## config.mk

```make
export PLATFORM = sky130hd
export DESIGN_NAME = store_queue_flat
export DESIGN_NICKNAME = d
export VERILOG_FILES = /design/src/rtl/store_queue_pkg.sv /design/src/rtl/store_queue_if.sv /design/src/rtl/store_queue_formatter.sv /design/src/rtl/store_queue.sv /design/src/flat_wrapper.sv
export SDC_FILE = /design/constraint.sdc
export NUM_CORES = 1
export LEC_CHECK = 0
export BUFFER_PORTS_ARGS = -buffer_cell sky130_fd_sc_hd__buf_2
export CORE_MARGIN = 2
export CORE_UTILIZATION = 45
export CTS_CLUSTER_DIAMETER = 100
export CTS_CLUSTER_SIZE = 10
export DETAILED_ROUTE_END_ITERATION = 7
export PLACE_DENSITY = 0.77
export SLEW_MARGIN = 20
export SYNTH_ARGS = -nofsm -noshare
export SYNTH_HDL_FRONTEND = slang
export SYNTH_SLANG_ARGS = --single-unit
```

## constraint.sdc

```tcl
create_clock -name clk -period 6.2 [get_ports clk]
set_clock_uncertainty 0.05 [all_clocks]
set_input_delay 0.62 -clock clk [delete_from_list [all_inputs] [get_ports clk]]
set_output_delay 0.62 -clock clk [all_outputs]
set_load 0.03 [all_outputs]
```

## src/rtl/store_queue_pkg.sv

```systemverilog
// store_queue_pkg: store opcodes, access sizes and queue entry layout shared by the store queue.
package store_queue_pkg;
  typedef enum logic [2:0] {
    ST_OP_SB  = 3'b000,
    ST_OP_SH  = 3'b001,
    ST_OP_SW  = 3'b010,
    ST_OP_SWL = 3'b011,
    ST_OP_SWR = 3'b100
  } st_op_e;
  localparam logic [1:0] SIZE_BYTE = 2'd0;
  localparam logic [1:0] SIZE_HALF = 2'd1;
  localparam logic [1:0] SIZE_WORD = 2'd2;
  localparam int SQ_ENTRY_W = 32 + 2 + 4 + 32;
  typedef struct packed {
    logic [31:0] addr;
    logic [1:0]  size;
    logic [3:0]  wstrb;
    logic [31:0] wdata;
  } sq_entry_t;
endpackage

```

## src/rtl/store_queue_if.sv

```systemverilog
// store_queue_if: execute-stage store channel, data-SRAM write request channel and queue status.
interface store_queue_if #(parameter int DEPTH = 4);
  logic                     st_valid;
  logic                     st_ready;
  logic [2:0]               st_op;
  logic [31:0]              st_addr;
  logic [31:0]              st_rt_value;
  logic                     data_sram_req;
  logic                     data_sram_wr;
  logic [1:0]               data_sram_size;
  logic [31:0]              data_sram_addr;
  logic [3:0]               data_sram_wstrb;
  logic [31:0]              data_sram_wdata;
  logic                     data_sram_addr_ok;
  logic                     data_sram_data_ok;
  logic                     sq_empty;
  logic [$clog2(DEPTH):0]   sq_count;
  modport master (
    output st_valid, st_op, st_addr, st_rt_value, data_sram_addr_ok, data_sram_data_ok,
    input  st_ready, data_sram_req, data_sram_wr, data_sram_size, data_sram_addr,
           data_sram_wstrb, data_sram_wdata, sq_empty, sq_count
  );
  modport slave (
    input  st_valid, st_op, st_addr, st_rt_value, data_sram_addr_ok, data_sram_data_ok,
    output st_ready, data_sram_req, data_sram_wr, data_sram_size, data_sram_addr,
           data_sram_wstrb, data_sram_wdata, sq_empty, sq_count
  );
endinterface

```

## src/rtl/store_queue_formatter.sv

```systemverilog
// store_formatter: lane-aligns store data and strobes; SWL/SWR lanes exist only with STORE_QUEUE_UNALIGNED_EN.
module store_formatter
  import store_queue_pkg::*;
(
  input  logic [2:0]  op_i,
  input  logic [31:0] addr_i,
  input  logic [31:0] rt_i,
  output sq_entry_t   entry_o
);
  logic [1:0] a;
  assign a = addr_i[1:0];
  always_comb begin
    entry_o = '0;
    entry_o.addr = addr_i;
    entry_o.size = SIZE_WORD;
    case (op_i)
      ST_OP_SB: begin
        entry_o.size  = SIZE_BYTE;
        entry_o.wstrb = 4'b0001 << a;
        entry_o.wdata = {4{rt_i[7:0]}};
      end
      ST_OP_SH: begin
        entry_o.size  = SIZE_HALF;
        entry_o.wstrb = a[1] ? 4'b1100 : 4'b0011;
        entry_o.wdata = {2{rt_i[15:0]}};
      end
      ST_OP_SW: begin
        entry_o.wstrb = 4'b1111;
        entry_o.wdata = rt_i;
      end
      ST_OP_SWL: begin
        entry_o.addr = {addr_i[31:2], 2'b00};
`ifdef STORE_QUEUE_UNALIGNED_EN
        entry_o.wstrb = 4'b1111 >> ~a;
        entry_o.wdata = rt_i >> {~a, 3'b000};
`else
        entry_o.wstrb = 4'b0000;
`endif
      end
      ST_OP_SWR: begin
        entry_o.addr = {addr_i[31:2], 2'b00};
`ifdef STORE_QUEUE_UNALIGNED_EN
        entry_o.wstrb = 4'b1111 << a;
        entry_o.wdata = rt_i << {a, 3'b000};
`else
        entry_o.wstrb = 4'b0000;
`endif
      end
      default: entry_o.wstrb = 4'b0000;
    endcase
  end
endmodule

```

## src/rtl/store_queue.sv

```systemverilog
// store_queue: in-order store buffer issuing formatted writes on the data-SRAM channel.
// SWL/SWR formatting is enabled by defining STORE_QUEUE_UNALIGNED_EN.
module store_queue
  import store_queue_pkg::*;
#(
  parameter int DEPTH = 4,
  parameter int MAX_OUTSTANDING = 2
) (
  input logic clk,
  input logic reset,
  store_queue_if.slave sq
);
  localparam int AW = $clog2(DEPTH);
  localparam int CW = AW + 1;
  sq_entry_t mem_q [DEPTH];
  sq_entry_t fmt, head;
  logic [AW-1:0] wr_ptr_q, wr_ptr_d, rd_ptr_q, rd_ptr_d;
  logic [CW-1:0] count_q, count_d;
  logic [1:0] out_q, out_d;
  logic enq, pop, req, dok;
  store_formatter u_fmt (
    .op_i   (sq.st_op),
    .addr_i (sq.st_addr),
    .rt_i   (sq.st_rt_value),
    .entry_o(fmt)
  );
  assign head = mem_q[rd_ptr_q];
  assign sq.st_ready = count_q < CW'(DEPTH);
  assign req = count_q != '0 && out_q < 2'(MAX_OUTSTANDING);
  assign enq = sq.st_valid && sq.st_ready;
  assign pop = req && sq.data_sram_addr_ok;
  // a data_ok with nothing outstanding belongs to a discarded request
  assign dok = sq.data_sram_data_ok && out_q != '0;
  assign sq.data_sram_req = req;
  assign sq.data_sram_wr = req;
  assign sq.data_sram_size = req ? head.size : '0;
  assign sq.data_sram_addr = req ? head.addr : '0;
  assign sq.data_sram_wstrb = req ? head.wstrb : '0;
  assign sq.data_sram_wdata = req ? head.wdata : '0;
  assign sq.sq_empty = count_q == '0 && out_q == '0;
  assign sq.sq_count = count_q;
  always_comb begin
    wr_ptr_d = wr_ptr_q + AW'(enq);
    rd_ptr_d = rd_ptr_q + AW'(pop);
    count_d = count_q + CW'(enq) - CW'(pop);
    out_d = out_q + 2'(pop) - 2'(dok);
  end
  always_ff @(posedge clk) begin
    if (reset) begin
      wr_ptr_q <= '0;
      rd_ptr_q <= '0;
      count_q <= '0;
      out_q <= '0;
    end else begin
      wr_ptr_q <= wr_ptr_d;
      rd_ptr_q <= rd_ptr_d;
      count_q <= count_d;
      out_q <= out_d;
    end
  end
  always_ff @(posedge clk) begin
    if (enq) mem_q[wr_ptr_q] <= fmt;
  end
endmodule

```

## src/flat_wrapper.sv

```systemverilog
// flat-port wrapper written by rule: the top's interface ports become plain ports
module store_queue_flat import store_queue_pkg::*;
#(
  parameter int DEPTH = 4,
  parameter int MAX_OUTSTANDING = 2
)
  (clk, reset, sq_st_valid, sq_st_op, sq_st_addr, sq_st_rt_value, sq_data_sram_addr_ok, sq_data_sram_data_ok, sq_st_ready, sq_data_sram_req, sq_data_sram_wr, sq_data_sram_size, sq_data_sram_addr, sq_data_sram_wstrb, sq_data_sram_wdata, sq_sq_empty, sq_sq_count);
  store_queue_if #(.DEPTH(DEPTH)) sq_i ();
  input logic clk;
  input logic reset;
  input wire logic [$bits(sq_i.st_valid)-1:0] sq_st_valid;
  input wire logic [$bits(sq_i.st_op)-1:0] sq_st_op;
  input wire logic [$bits(sq_i.st_addr)-1:0] sq_st_addr;
  input wire logic [$bits(sq_i.st_rt_value)-1:0] sq_st_rt_value;
  input wire logic [$bits(sq_i.data_sram_addr_ok)-1:0] sq_data_sram_addr_ok;
  input wire logic [$bits(sq_i.data_sram_data_ok)-1:0] sq_data_sram_data_ok;
  output wire logic [$bits(sq_i.st_ready)-1:0] sq_st_ready;
  output wire logic [$bits(sq_i.data_sram_req)-1:0] sq_data_sram_req;
  output wire logic [$bits(sq_i.data_sram_wr)-1:0] sq_data_sram_wr;
  output wire logic [$bits(sq_i.data_sram_size)-1:0] sq_data_sram_size;
  output wire logic [$bits(sq_i.data_sram_addr)-1:0] sq_data_sram_addr;
  output wire logic [$bits(sq_i.data_sram_wstrb)-1:0] sq_data_sram_wstrb;
  output wire logic [$bits(sq_i.data_sram_wdata)-1:0] sq_data_sram_wdata;
  output wire logic [$bits(sq_i.sq_empty)-1:0] sq_sq_empty;
  output wire logic [$bits(sq_i.sq_count)-1:0] sq_sq_count;
  assign sq_i.st_valid = sq_st_valid;
  assign sq_i.st_op = sq_st_op;
  assign sq_i.st_addr = sq_st_addr;
  assign sq_i.st_rt_value = sq_st_rt_value;
  assign sq_i.data_sram_addr_ok = sq_data_sram_addr_ok;
  assign sq_i.data_sram_data_ok = sq_data_sram_data_ok;
  assign sq_st_ready = sq_i.st_ready;
  assign sq_data_sram_req = sq_i.data_sram_req;
  assign sq_data_sram_wr = sq_i.data_sram_wr;
  assign sq_data_sram_size = sq_i.data_sram_size;
  assign sq_data_sram_addr = sq_i.data_sram_addr;
  assign sq_data_sram_wstrb = sq_i.data_sram_wstrb;
  assign sq_data_sram_wdata = sq_i.data_sram_wdata;
  assign sq_sq_empty = sq_i.sq_empty;
  assign sq_sq_count = sq_i.sq_count;
  store_queue #(.DEPTH(DEPTH), .MAX_OUTSTANDING(MAX_OUTSTANDING)) u_core (.clk(clk), .reset(reset), .sq(sq_i));
endmodule
```

* Yosys cells after proc, flatten, opt, wreduce, memory -nomap -nowiden
Memory sizes are Yosys's and may differ from the RTL's. A register that Yosys moved wholly into a read port is not among the register bits. Index checks and enable logic that the tools add are counted.
Storage, ports and cells: bits in registers 9, memory bits (writable) 280, memories kept 1
Cells by class: $add $sub $neg 6, order comparisons 2, equal/unequal tests 4, shifts and indexed selects 1, muxes and demuxes 12, reduce and logical (&&, ||, !) cells 11
Memories:
- u_core.mem_q | depth 4, bits a word 70, read ports 1, clocked after Yosys merged registers in 1, wr ports 1, RTL line store_queue.sv:15 | sq_entry_t mem_q [DEPTH];
Operators with widths (count):
- $pmux 32 s3 | 1
- $mux 32 | 2
- $pmux 4 s3 | 1
- $mux 4 | 2
- $add 2x1->2 | 3
- $eq 3x2->1 const B | 2
- $logic_not 3->1 | 2
- $mux 2 | 3
- $logic_and 1x1->1 | 5
- $pmux 2 s2 | 1
- $shl 1x2->4 const A | 1
- $add 3x1->3 | 1
- $eq 3x1->1 const B | 1
- $eq 3x3->1 const B | 1
- $lt 3x3->1 const B | 1
- $reduce_bool 3->1 | 1
- $sub 3x1->3 | 1
- $logic_not 2->1 | 1
- $lt 2x2->1 const B | 1
- $mux 1 | 2
- $reduce_bool 2->1 | 1
- $reduce_or 2->1 | 1
- $sub 2x1->2 | 1

* Longest topological paths before layout
Gate-level depths: netlist of the first run.
depth in word-level cells 5, depth in mapped cells 11, mapped depth without buffers 10

* Modules after synthesis
From an unflattened synthesis of the first run, not the netlist that was laid out.
Unflattened totals: cells, all modules 633, area, all modules 11946.5 µm²
Modules (own cells, without submodules):
- store_queue | instances 1, cells each 499, area each 11113.2 µm²
- store_formatter | instances 1, cells each 134, area each 833.3 µm²

* Worst setup path before layout of the first run
OpenSTA, ideal clock, no wires.
path type input port to flip-flop, from input port sq_st_valid, to memory u_core.mem_q[0][0] in the netlist's numbering, enable pin, setup time 598 ps, arrival time 6044 ps, data required time 5552 ps, slack -492 ps, stages 2, buffers on the path 0, cells stage by stage nor2b_1 -> nor3b_1
On the way: longest elaborated chain between the ends 3
RTL lines:
- start, declared | RTL line flat_wrapper.sv:11 | input wire logic [$bits(sq_i.st_valid)-1:0] sq_st_valid;
- $logic_and 1x1->1 | RTL line store_queue.sv:30 | assign enq = sq.st_valid && sq.st_ready;
- $mux 1 | RTL line store_queue.sv:62 | if (enq) mem_q[wr_ptr_q] <= fmt;
- $mux 1 (implied by the code) | RTL line store_queue.sv:62
- end, declared | RTL line store_queue.sv:15
No other way between the ends.

==> flow_summary.toml, run 1 <==
[routing]
vias = 6063
drtAntennaViolNets = 0
drc_errors = 0
wl_per_cell_um = 20.9
first_pass_iters = 4
routed_wl_mm = 23.3
initialDrtViolationCount = 414
vias_per_cell = 5.42

[floorplanning]
rows = 58
floorplan.initialDensity = 0.461
die_area_sq_mm = 0.0273
die_width_um = 165
io_pins = 149
core_sq_mm = 0.0253
die_h_um = 165

[global_routing]
use_met1 = 0.233
grt_max_degree = 73
grt_usage = 0.177
gr-total-overflow = 0
met3_usage = 0.0320
gr-usage-met2 = 0.304
grt_pass1_wl_mm = 36.1
top_usage_layer = "met2"
first_global_vias = 6397
antenna_found_initial = 0

[synthesis]
netlist_area_sq_mm = 0.0117
synth.area.top_cells = "edfxtp_1 (72%), mux4_2 (13%), and2_1 (4.3%)"
synthesis.instances = 623
synth_warnings = 0
synth-seq-cells = 289
ys.flop_type = "edfxtp_1"
async_flop_share = 0
syn_avg_cell_area_sq_um = 18.7
synth_edf_count = 280
synth_nets = 700
yosysSeqAreaShare = 0.735
synth_top_area_frac = 0.720
synth_cell_types = 34
synth_largest_area_cell = "edfxtp_1"

[cts]
clockBufferDepth = 3
insertion_delay_ns = 0.49
cts_tree = "done"
cts.sinks = 289
cts_buffers = 34
clkTransAtPathRegs_ns = 0.05
cts_root_buf = "clkbuf_16"
h-tree-depth = 2
post_cts_buffers = 0
cts_hold_buf = 0
cts_resized = 0

[power]
p_per_area_mw_per_mm2 = 446
switchingPower_mw = 2.00
p_leak_nw = 4.79
p_comb_frac = 0.302
swShare = 0.326
p_int_mw = 4.12
p_seq_frac = 0.410
ir_drop_v = 0.000264
p_clk_frac = 0.288

[placed_design]
gp_congestion = 0.811
port_buffers = 148
pre_cts_ws_ns = 2.90
dp_cells = 1070
dpl-instance-area_sq_mm = 0.0127
hpwl_mm = 13.9

[sta]
rsz0062_at_grt = "false"
worst_slack_ns = 2.53
whs_ns = 0.288
fmax_ghz = 0.273
setup_viol = 0
maxSlewViolCount = 0
fin_crit_ns = 3.67
tightest_slew_ns = 1.10
period_share = 0.592
setup_tns_ns = 0
hold_viol = 0
relSlewSlack = 0.267

[critical_path]
critPathRequiredTime_ns = 5.53
startpoint_type = "register"
end_kind = "output port"
cp.arrival_ns = 3.00
cp_max_fo = 45
crit_type = "register to output port"

[layout]
antennaDiodeCount = 0
finalNonFillerCells = 1119
fin_nets = 853
most-common-layout-cells = "edfxtp_1 (280), buf_2 (148), and2_1 (81)"
final_common_cell = "edfxtp_1"
drive_gt1_frac = 0.345
stdcell_area_sq_mm = 0.0137
area_growth_pct = 17.5

[run]
maxCapViolCount = 0

[run_status]
status = "finished, final reports clean"

[worst_hold_path]
hp-class = "input port to register"
-- Yosys cell counts (2+ instances only) --
| master | count |
|---|---|
| a21o_1 | 16 |
| nor2_1 | 10 |
| nor2b_1 | 6 |
| xor2_1 | 2 |
| mux4_2 | 70 |
| ha_1 | 4 |
| dfxtp_1 | 9 |
| edfxtp_1 | 280 |
| nor3_1 | 3 |
| o21a_1 | 5 |
| nand2b_1 | 9 |
| or4_1 | 2 |
| buf_4 | 9 |
| nor3b_1 | 2 |
| and2_1 | 81 |
| clkbuf_1 | 25 |
| nand2_1 | 36 |
| a21oi_1 | 29 |
| buf_1 | 3 |
| o21ai_0 | 2 |
| inv_1 | 7 |
-- cells by family (layout without fill, tap and decap cells) --
logic type	after synthesis	count (layout)	share of synthesized area
DFF	289	289	0.735
and+or+nand+nor	154	154	0.0734
muxes	70	70	0.135
AOI/OAI and AO/OA	56	56	0.0296
buffers and inverters	46	212	0.0184
adders and majority gates	5	5	0.00600
xor gates and xnor gates	3	3	0.00225
-- state kept, by name (all words and copies together), names as in the netlist --
name and flops:
u_core.sq.sq_count 3, u_core.wr_ptr_q 2, u_core.out_q 2, u_core.mem_q 280, u_core.rd_ptr_q 2
-- per-stage QoR --
stage	util	power, mW
3_3_place_gp	0.503	4.41
4_1_cts	0.542	6.22
3_5_place_dp	0.503	4.44
5_1_grt	0.542	6.43
6_report	0.542	6.11
2_1_floorplan	-	3.89
-- final cells by class --
cell class	instances	area, sq um
Inverter	7	26.3
Sequential cell	289	8600
Tap cell	330	413
Timing Repair Buffer	156	801
Multi-Input combinational cell	288	2910
Fill cell	1977	11600
Clock buffer	49	971
-- final timing paths --
check / startpoint / to / slack, ns / cells past startpoint
max: u_core.rd_ptr_q[0]$_SDFF_PP0_ / sq_data_sram_addr[19] / 2.53 / 4
min: sq_st_addr[4] / u_core.mem_q[2][42]$_DFFE_PP_ / 0.29 / 1
max reg2reg: u_core.sq.sq_count[2]$_SDFF_PP0_ / u_core.mem_q[2][22]$_DFFE_PP_ / 3.43 / 4
min reg2reg: u_core.sq.sq_count[1]$_SDFF_PP0_ / u_core.sq.sq_count[2]$_SDFF_PP0_ / 0.51 / 2
-- routing by layer --
| metal | vias to the layer above | share of wire |
|---|---|---|
| met5 | - | 0 |
| li1 | 2735 | - |
| met2 | 249 | 0.50 |
| met1 | 3034 | 0.41 |
| met3 | 45 | 0.069 |
| met4 | 0 | 0.021 |
-- critical path: stages (launching register included) --
cell and delay (ns):
dfxtp_4 0.92, buf_4 0.63, mux4_2 0.60, and2_1 0.17, buf_2 0.17
-- power groups by stage --
stage	Combinational, mW	Clock (mW)	Sequential (mW)
4_1_cts	1.88	1.82	2.52
5_1_grt	2.00	1.89	2.54
3_5_place_dp	1.88	0	2.56
3_3_place_gp	1.86	0	2.54
2_1_floorplan	1.41	0	2.48
6_report	1.84	1.76	2.51
No activity file was read; power rests on OpenSTA's default activity.
==> inputs of run 2 (changes only) <==
==> constraint.sdc (replaced) <==
create_clock -name clk -period 3.28 [get_ports clk]
set_clock_uncertainty 0.05 [all_clocks]
set_input_delay 0.328 -clock clk [delete_from_list [all_inputs] [get_ports clk]]
set_output_delay 0.328 -clock clk [all_outputs]
set_load 0.03 [all_outputs]
==> run 2 against run 1 <==
  * Via count is 3.3% higher
  * Critical endpoint is now sq_data_sram_wdata[12]
  * Highest routed layer unchanged
  * Worst hold slack worse by 0.27 ns
  * Wire length increased by 2.5%
  * Sequential share of layout area down 1.4 points
  * Largest cell class unchanged
==> flow_summary.toml, run 2 (synthesized netlist as in run 1, its figures left out) <==
[sta]
maxSlewViolCount = 0
worst_slack_ns = 0.345
relSlewSlack = 0.341
period_share = 0.895
rsz0062_at_grt = "false"
tightest_slew_ns = 0.989
hold_viol = 0
whs_ns = 0.0204
setup_viol = 0
fin_crit_ns = 2.94
fmax_ghz = 0.341
setup_tns_ns = 0

[critical_path]
end_kind = "output port"
cp_max_fo = 34
critPathRequiredTime_ns = 2.90
cp_num_buf_inv = 2
cp.arrival_ns = 2.56
crit_type = "register to output port"
worst_path_max_delay_cell = "dfxtp_4"
critPathMaxStageDelay_ns = 0.80
startpoint_type = "register"
crit_family = "flip-flops"
cp_cell_sequence = "buf_4, mux4_2, and2_1, buf_2"

[floorplanning]
die_h_um = 165
floorplan.initialDensity = 0.461
io_pins = 149
rows = 58
die_width_um = 165
die_area_sq_mm = 0.0273
core_sq_mm = 0.0253

[layout]
drive_gt1_frac = 0.343
finalNonFillerCells = 1141
stdcell_area_sq_mm = 0.0140
fin_nets = 880
fin_util = 0.555
final_common_cell = "edfxtp_1"
largest_register = "u_core.mem_q"
most-common-layout-cells = "edfxtp_1 (280), buf_2 (148), and2_1 (81)"
largest_reg_flops = 280
antennaDiodeCount = 0
area_growth_pct = 20.3

[routing]
vias_per_cell = 5.49
drtAntennaViolNets = 0
vias = 6264
routed_wl_mm = 23.9
initialDrtViolationCount = 511
drc_errors = 0
wl_per_cell_um = 21.0
first_pass_iters = 5

[cts]
clkTransAtPathRegs_ns = 0.05
cts_tree = "done"
cts_buffers = 34
cts.sinks = 289
h-tree-depth = 2
insertion_delay_ns = 0.49
cts_hold_buf = 21
clockBufferDepth = 3
cts_root_buf = "clkbuf_16"
cts_resized = 0
post_cts_buffers = 0

[placed_design]
dp_cells = 1076
dpl-instance-area_sq_mm = 0.0129
hpwl_mm = 14.5
port_buffers = 148
gp_congestion = 0.796
pre_cts_ws_ns = 0.789

[run_status]
status = "finished, final reports clean"

[run]
maxCapViolCount = 0

[global_routing]
first_global_vias = 6567
grt_pass1_wl_mm = 36.7
antenna_found_initial = 0
grt_usage = 0.180
grt_max_degree = 71
gr-total-overflow = 0

[worst_hold_path]
hp-class = "input port to register"

[power]
total_power_mw = 11.6
p_leak_nw = 4.93
ir_drop_v = 0.000531
p_per_area_mw_per_mm2 = 829
==> run 2: changes by cell type in the layout (fill, tap and decap cells not counted), sizes merged <==
cell | before | now
clkbuf | 49 | 44
dlygate4sd3 | 0 | 21
buf | 156 | 162
==> run 2: area by class of cell <==
class                           count  area (sq um)
Clock buffer                       44           952
Fill cell                        1941         11300
Inverter                            7          26.3
Multi-Input combinational cell    288          2910
Sequential cell                   289          8600
Tap cell                          330           413
Timing Repair Buffer              183          1140
==> run 2: where the power goes <==
part / internal [mW] / leakage, nW / switching, mW
sequential: 4.49 / 2.67 / 0.231
combinational: 1.37 / 1.80 / 2.27
clock: 2.00 / 0.464 / 1.29
total: 7.86 / 4.93 / 3.79
==> run 2: final timing paths <==
check / from / end / slack [ns] / depth (start not counted)
hold reg to reg: u_core.sq.sq_count[1]$_SDFF_PP0_ / u_core.sq.sq_count[2]$_SDFF_PP0_ / 0.53 / 2
hold / removal: sq_st_addr[29] / u_core.mem_q[0][67]$_DFFE_PP_ / 0.02 / 1
setup reg to reg: u_core.sq.sq_count[1]$_SDFF_PP0_ / u_core.sq.sq_count[2]$_SDFF_PP0_ / 1.01 / 11
setup / recovery: u_core.rd_ptr_q[0]$_SDFF_PP0_ / sq_data_sram_wdata[12] / 0.34 / 4
==> run 2: worst reg2reg max path, cell delays in order, from the launching register on <==
cell	delay [ns]
dfxtp_1	0.35
nor3_1	0.19
buf_4	0.20
nor2_1	0.06
ha_1	0.26
inv_1	0.06
ha_1	0.13
inv_1	0.05
fa_1	0.40
xor2_1	0.16
and2_1	0.16
nor3_1	0.12
==> run 2: layer usage <==
layer,part of all wire,wire (um),global-route usage,up-vias
met5,0,0,0,-
met2,0.50,12000,0.308,286
met3,0.074,1780,0.0362,30
li1,-,-,-,2781
met4,0.015,353,0.0455,0
met1,0.41,9850,0.239,3167
==> inputs of run 3 (changes only) <==
--- a/config.mk
+++ b/config.mk
@@ -11,7 +11,7 @@
 export CTS_CLUSTER_DIAMETER = 100
 export CTS_CLUSTER_SIZE = 10
 export DETAILED_ROUTE_END_ITERATION = 7
-export PLACE_DENSITY = 0.77
+export PLACE_DENSITY = 0.67
 export SLEW_MARGIN = 20
 export SYNTH_ARGS = -nofsm -noshare
 export SYNTH_HDL_FRONTEND = slang
==> run 3 against run 2 <==
  * Final cell count decreased by 0.26%
  * First-iteration DRC count decreased by 11%
  * Sequential cell count stayed put
  * Die area unchanged
  * Via count fell by 0.48%
  * Combinational power barely moved
  * Highest routed layer unchanged
  * Wire length is 2.1% higher
  * Critical path depth did not move
  * Global-route usage is 0.20 points higher
  * Worst setup slack better by 0.027 ns
  * Maximum frequency up 0.94%
  * Non-clock buffer count is 3 lower
==> flow_summary.toml, run 3 (synthesized netlist as in run 1, its figures left out) <==
[run_status]
status = "finished, final reports clean"

[sta]
relSlewSlack = 0.422
worst_slack_ns = 0.372
hold_viol = 0
period_share = 0.887
whs_ns = 0.0211
setup_viol = 0
fmax_ghz = 0.344
fin_crit_ns = 2.91
tightest_slew_ns = 0.867
rsz0062_at_grt = "false"
maxSlewViolCount = 0

[routing]
drtAntennaViolNets = 0
vias = 6234
vias_per_cell = 5.48
routed_wl_mm = 24.4
drc_errors = 0
first_pass_iters = 6
wl_per_cell_um = 21.5
initialDrtViolationCount = 457

[global_routing]
antenna_found_initial = 0
grt_pass1_wl_mm = 36.9
grt_usage = 0.182
gr-total-overflow = 0
met3_usage = 0.0325
gr-usage-met2 = 0.315
first_global_vias = 6447
top_usage_layer = "met2"
grt_max_degree = 73
use_met1 = 0.243

[cts]
clkTransAtPathRegs_ns = 0.05
cts.sinks = 289
insertion_delay_ns = 0.48
h-tree-depth = 2
cts_buffers = 34
cts_resized = 0
cts_tree = "done"
cts_root_buf = "clkbuf_16"
clockBufferDepth = 3

[power]
p_leak_nw = 4.91
p_clk_frac = 0.282
ir_drop_v = 0.000488
p_per_area_mw_per_mm2 = 831
p_int_mw = 7.84
switchingPower_mw = 3.80
p_seq_frac = 0.404
p_comb_frac = 0.314
swShare = 0.327

[critical_path]
startpoint_type = "register"
cp.arrival_ns = 2.53
critPathMaxStageDelay_ns = 0.81
cp_max_fo = 33
crit_type = "register to output port"
worst_path_max_delay_cell = "dfxtp_4"
critPathRequiredTime_ns = 2.90
cp_cell_sequence = "buf_12, mux4_2, and2_1, buf_2"
end_kind = "output port"

[floorplanning]
die_h_um = 165
floorplan.initialDensity = 0.461
die_area_sq_mm = 0.0273
die_width_um = 165
core_sq_mm = 0.0253
rows = 58
io_pins = 149

[layout]
most-common-layout-cells = "edfxtp_1 (280), buf_2 (148), and2_1 (81)"
area_growth_pct = 20.0
largest_register = "u_core.mem_q"
antennaDiodeCount = 0
stdcell_area_sq_mm = 0.0140
largest_reg_flops = 280
final_common_cell = "edfxtp_1"
drive_gt1_frac = 0.340
fin_nets = 877

[placed_design]
hpwl_mm = 14.7
dpl-instance-area_sq_mm = 0.0128
port_buffers = 148
gp_congestion = 0.900
pre_cts_ws_ns = 0.790

[worst_hold_path]
hp-class = "input port to register"

[run]
maxCapViolCount = 0
[run 3: per-stage QoR]
stage          utilization  power, mW  std cells  TNS [ns]
3_5_place_dp         0.506       8.48       1072         0
4_1_cts              0.552       11.8       1137         0
3_3_place_gp         0.506       8.42       1072         0
5_1_grt              0.553       12.2       1138         0
6_report             0.553       11.6       1138         0
2_1_floorplan            -       7.34        623    -53.70
[run 3: critical path, delay by kind of cell (launching register included)]
family,cells,cell delay [ns]
flip-flops,1,0.81
multiplexers,1,0.52
AND/OR/NAND/NOR,1,0.20
buffers and inverters,2,0.47
[run 3: power by group through the flow]
stage                     logic (mW)  registers, mW  clock network [mW]
final                           3.66           4.70                3.28
after CTS                       3.71           4.74                3.38
after detailed placement        3.67           4.81                   0
after global routing            3.95           4.75                3.52
after global placement          3.64           4.78                   0
after floorplan                 2.67           4.68                   0
[run 3: final cells by class]
cell class	instances	area [sq um]
fill	1972	11300
sequential	289	8600
multi-input combinational	288	2910
timing repair buffer	180	1110
clock buffer	44	952
tap	330	413
inverter	7	26.3
[run 3: timing repair]
action / 4_1_cts / 5_1_grt
hold buffers: 21 / 0
endpoints found under the hold margin: 80 / 0
setup buffers: 0 / 0
[run 3: worst paths after layout]
check | endpoint | start | slack (ns) | depth (start not counted)
max | sq_data_sram_wdata[17] | u_core.rd_ptr_q[0]$_SDFF_PP0_ | 0.37 | 4
min | u_core.mem_q[1][62]$_DFFE_PP_ | sq_st_addr[24] | 0.02 | 1
max reg2reg | u_core.sq.sq_count[2]$_SDFF_PP0_ | u_core.sq.sq_count[1]$_SDFF_PP0_ | 0.99 | 11
min reg2reg | u_core.sq.sq_count[2]$_SDFF_PP0_ | u_core.sq.sq_count[1]$_SDFF_PP0_ | 0.53 | 2
[run 3: per-layer routing]
layer / share of wire / vias up
li1: - / 2775
met4: 0.017 / 0
met5: 0 / -
met3: 0.070 / 37
met2: 0.50 / 248
met1: 0.42 / 3174
